===== config.mk =====
export PLATFORM = sky130hd
export DESIGN_NAME = card_shuffler
export DESIGN_NICKNAME = d
export VERILOG_FILES = /design/src/rtl/card_shuffler.sv
export SDC_FILE = /design/constraint.sdc
export NUM_CORES = 1
export LEC_CHECK = 0
export BUFFER_PORTS_ARGS = -buffer_cell sky130_fd_sc_hd__clkbuf_2
export CAP_MARGIN = 20
export CORE_UTILIZATION = 30
export CTS_CLUSTER_DIAMETER = 30
export DETAILED_ROUTE_END_ITERATION = 12
export PLACE_DENSITY = 0.48
export SYNTH_ARGS = -nofsm -noshare
export SYNTH_HDL_FRONTEND = slang
export SYNTH_SLANG_ARGS = --single-unit

===== constraint.sdc =====
create_clock -name Clk -period 3 [get_ports Clk]
set_input_delay 0.6 -clock Clk [delete_from_list [all_inputs] [get_ports Clk]]
set_output_delay 0.6 -clock Clk [all_outputs]
set_load 0.05 [all_outputs]

===== src/rtl/card_shuffler.sv =====
`default_nettype none
// card_shuffler: LFSR-driven Fisher-Yates shuffle of 8 card pairs, written out to card memory port B.
// Optional macro CARD_SHUFFLER_BYPASS_EN writes the board unshuffled.  Rev 1.0
module card_shuffler (
  input  logic       Clk,
  input  logic       Reset,
  input  logic       Start,
  input  logic [7:0] seed,
  output logic       Busy,
  output logic       Done,
  output logic       WriteEnable,
  output logic [3:0] dataLoc,
  output logic [5:0] dataOut
);

  typedef enum logic [2:0] {
    IDLE  = 3'd0,
    LOAD  = 3'd1,
    PICK  = 3'd2,
    SWAP  = 3'd3,
    WRITE = 3'd4,
    DONE  = 3'd5
  } state_t;

  localparam logic [7:0] LFSR_INIT = 8'hA5;

  state_t     state;
  logic [2:0] deck [16];
  logic [7:0] lfsr;
  logic [3:0] i;
  logic [3:0] j;
  logic [3:0] k;

  logic [7:0] lfsr_step;
  logic [3:0] k_next;
  logic [2:0] first_card;

  assign lfsr_step  = {lfsr[6:0], lfsr[7] ^ lfsr[5] ^ lfsr[4] ^ lfsr[3]};
  assign k_next     = k + 4'd1;
  // deck[0] as it will read after the final (i == 1) swap lands on the same edge
  assign first_card = (j == 4'd0) ? deck[i] : deck[0];

  // Deck storage carries no reset; LOAD always rebuilds it before use.
  always_ff @(posedge Clk) begin
    if (state == LOAD) begin
      for (int n = 0; n < 16; n++) begin
        deck[n] <= 3'(n >> 1);
      end
    end else if (state == SWAP) begin
      deck[i] <= deck[j];
      deck[j] <= deck[i];
    end
  end

  always_ff @(posedge Clk or posedge Reset) begin
    if (Reset) begin
      state       <= IDLE;
      lfsr        <= LFSR_INIT;
      i           <= 4'd0;
      j           <= 4'd0;
      k           <= 4'd0;
      Busy        <= 1'b0;
      Done        <= 1'b0;
      WriteEnable <= 1'b0;
      dataLoc     <= 4'd0;
      dataOut     <= 6'd0;
    end else begin
      case (state)
        IDLE: begin
          if (Start) begin
            state <= LOAD;
            Busy  <= 1'b1;
            lfsr  <= (seed == 8'd0) ? LFSR_INIT : seed;
          end
        end
        LOAD: begin
          i <= 4'd15;
`ifdef CARD_SHUFFLER_BYPASS_EN
          state       <= WRITE;
          k           <= 4'd0;
          WriteEnable <= 1'b1;
          dataLoc     <= 4'd0;
          dataOut     <= {3'b010, 3'd0};
`else
          state <= PICK;
`endif
        end
        PICK: begin
          lfsr <= lfsr_step;
          if (lfsr_step[3:0] <= i) begin
            j     <= lfsr_step[3:0];
            state <= SWAP;
          end
        end
        SWAP: begin
          if (i == 4'd1) begin
            state       <= WRITE;
            k           <= 4'd0;
            WriteEnable <= 1'b1;
            dataLoc     <= 4'd0;
            dataOut     <= {3'b010, first_card};
          end else begin
            i     <= i - 4'd1;
            state <= PICK;
          end
        end
        WRITE: begin
          if (k == 4'd15) begin
            state       <= DONE;
            WriteEnable <= 1'b0;
            dataLoc     <= 4'd0;
            dataOut     <= 6'd0;
            Done        <= 1'b1;
          end else begin
            k       <= k_next;
            dataLoc <= k_next;
            dataOut <= {3'b010, deck[k_next]};
          end
        end
        DONE: begin
          state <= IDLE;
          Done  <= 1'b0;
          Busy  <= 1'b0;
        end
        default: begin
          state       <= IDLE;
          Busy        <= 1'b0;
          Done        <= 1'b0;
          WriteEnable <= 1'b0;
          dataLoc     <= 4'd0;
          dataOut     <= 6'd0;
        end
      endcase
    end
  end

endmodule
`default_nettype wire

==> metrics.cfg <==
[timing]
period_minus_slack_ns = 2.63
finalWorstSetupSlack_ns = 0.370
setup_tns_ns = 0
slew-limit-headroom = 0.418
setup_violations = 0
skew_ns = 0.0103
timing.fmax_mhz = 380
final_hold_viol_count = 0
finalMaxSlewViolations = 0
period_share = 0.877
grt_setup_unrepaired = false
whs_ns = 0.325
worstMarginPinSlew_ns = 0.863

[route]
dr.pass1.iters = 6
drc = 0
dr_total_vias = 4457
wl_um = 17100
wire_per_inst_um = 22.4
drtIter0Drc = 459
post_drt_via_cell_ratio = 5.85
drtAntennaViolNets = 0

[critical_path]
crit_slowest_cell = dfrtp_1
critical_path_arrival_ns = 2.70
endpoint_kind = flip-flop
path_cells = buf_4 -> mux4_2 -> a22oi_1 -> and2_1 -> o22ai_1
worst_ep_required_time_ns = 3.07
r2r_setup_slack_ns = 0.37
worstSetupPathType = reg2reg
worst-r2r-cell-count = 5
path_max_fanout = 12
max_stage_delay_ns = 0.77
start_kind = flip-flop

[layout]
final_nets = 553
drive_gt1_frac = 0.205
design_area_mm2 = 0.00604
area_growth_pct = 14.6
diodes = 0

[placement]
portBuffers = 21
gp_congestion = 0.907
dpl.hpwl_um = 13000
dp_slack_ns = 0.404
placed_cell_area_mm2 = 0.00572

[synthesis]
synth_edf_count = 48
yosysWarnings = 0
synth-seq-area-share = 0.436
syn_area_mm2 = 0.00527
avgSynthCellArea_um2 = 10.6
syn_inst = 499
async_reset_ff_frac = 0.415
synth-main-ff-cell = edfxtp_1
yosys.cell_types.count = 52
ys_seq_elements = 82

[clock_tree]
cts-buffers-inserted = 9
h-tree-depth = 3
cts_resized = 0
cts_setup_buffers = 0
clockRootBuffer = clkbuf_16
clock_sinks = 82
clkTransAtPathRegs_ns = 0.07
cts_tree = built
cts.hold.buffers_added = 0
clkLatencyLatePin_ns = 0.34
cts_buffer_depth = 2

[global_routing]
grt_pass1_wl_um = 25900
grt_pass1_vias = 4176
antenna_found_initial = 0
grt.overflow.total = 0
grt_max_degree = 35
track_usage = 0.193

[job]
maxCapViolCount = 0

[floorplanning]
core_area_mm2 = 0.0172
die-height_um = 135
die_x_um = 135
rows = 48
die_area_mm2 = 0.0181
floorplan.initialDensity = 0.306
io-pin-count = 24

[power]
totalPowerFinal_uw = 2510
vdd_drop_max_mv = 0.199
p_leak_uw = 0.00227
powerDensity_mw_per_mm2 = 415

[min_path]
hold_class = in2async

[outcome]
status = finished clean

area by class of cell:
class / count / area (um^2)
timing repair buffer: 52 / 350
sequential: 82 / 2300
multi-input combinational: 377 / 2750
inverter: 10 / 37.5
tap: 225 / 282
clock buffer: 10 / 229
clock inverter: 6 / 87.6
fill: 1685 / 11200
worst max-delay path: cells and delay by family, from the launching register on:
kind | cells | cell delay (ns)
buffers and inverters | 1 | 0.30
AO/OA/AOI/OAI | 2 | 0.35
AND/OR/NAND/NOR | 1 | 0.42
flip-flops | 1 | 0.77
multiplexers | 1 | 0.52
state kept, by name, summed over array words and instances (netlist names):
signal,flops
deck,48
lfsr,8
dataLoc,4
dataOut,4
i,4
j,4
k,4
state,3
Busy,1
Done,1
WriteEnable,1
power by group:
group | internal, uW | total, uW | leakage [uW] | switching [uW]
logic | 34.4 | 104 | 0.00120 | 70.0
clock network | 733 | 1190 | 0.000157 | 458
registers | 1200 | 1210 | 0.000912 | 8.51
cells in the final DEF, fill, tap and decap left out, types with 6 or more instances in the layout:
master     synthesis  routed
a31oi_1           12      12
nand4_1           15      15
o21ai_0           15      15
nor2_1            38      38
nand2_1           83      83
clkbuf_2           0      21
o211ai_1           7       7
and3_1             7       7
a22oi_1           13      13
xnor2_1            6       6
nor2b_1            8       8
o22a_1             9       9
clkbuf_16          0       9
inv_1              9       9
ha_1              10      10
dfrtp_1           30      30
mux4_2            28      28
buf_4              7      30
o22ai_1           21      21
and2_1             6       6
edfxtp_1          48      48
nand3_1           36      36
Yosys cell counts (3+ instances only):
master    instances  share of area
a21oi_1           4         0.0038
a22o_1            4         0.0066
a22oi_1          13          0.019
a31oi_1          12          0.014
and2_1            6         0.0071
and3_1            7         0.0083
buf_2             9         0.0085
buf_4             7          0.010
buf_6             4         0.0085
clkbuf_1         11         0.0078
dfrtp_1          30           0.14
dfstp_2           4          0.020
edfxtp_1         48           0.27
ha_1             10          0.024
inv_1             9         0.0064
mux2_2            4         0.0085
mux2i_1           5         0.0095
mux4_2           28           0.12
nand2_1          83          0.059
nand2b_1          3         0.0036
nand3_1          36          0.034
nand4_1          15          0.018
nor2_1           38          0.027
nor2b_1           8         0.0095
nor3_1            4         0.0038
nor4_1            3         0.0036
o211ai_1          7          0.010
o21a_1            3         0.0043
o21ai_0          15          0.014
o21ai_1           5         0.0047
o22a_1            9          0.015
o22ai_1          21          0.025
o311ai_0          4         0.0066
xnor2_1           6          0.010
stage by stage:
stage                      util  cells
after floorplan               -    500
after detailed placement  0.332    746
final                     0.350    762
after global routing      0.350    762
after global placement    0.332    746
after CTS                 0.350    762
metal layers:
metal / GRT usage / vias to the layer above / part of all wire
met4: 0.0587 / 0 / 0.021
met2: 0.316 / 206 / 0.49
met3: 0.0342 / 29 / 0.078
met1: 0.259 / 2225 / 0.42
met5: 0 / - / 0
li1: - / 1997 / -
cell families after synthesis:
| family | share of synthesized area |
|---|---|
| mux | 0.148 |
| other cells | 0.000712 |
| xor+xnor | 0.0185 |
| simple gates | 0.184 |
| fa+ha+maj | 0.0237 |
| compound gates | 0.147 |
| flops | 0.436 |
| buf+inv | 0.0420 |
worst paths after layout:
path,from,endpoint
worst min-delay path,Reset,k[3]
worst min register to register,dataLoc[1],dataLoc[1]
min in group Clk,dataLoc[1],dataLoc[1]
max in group asynchronous,Reset,lfsr[0]
worst max-delay path,j[0],deck[1][2]
worst max register to register,j[0],deck[1][2]
Note: power is estimated with default switching activity, not from simulation.
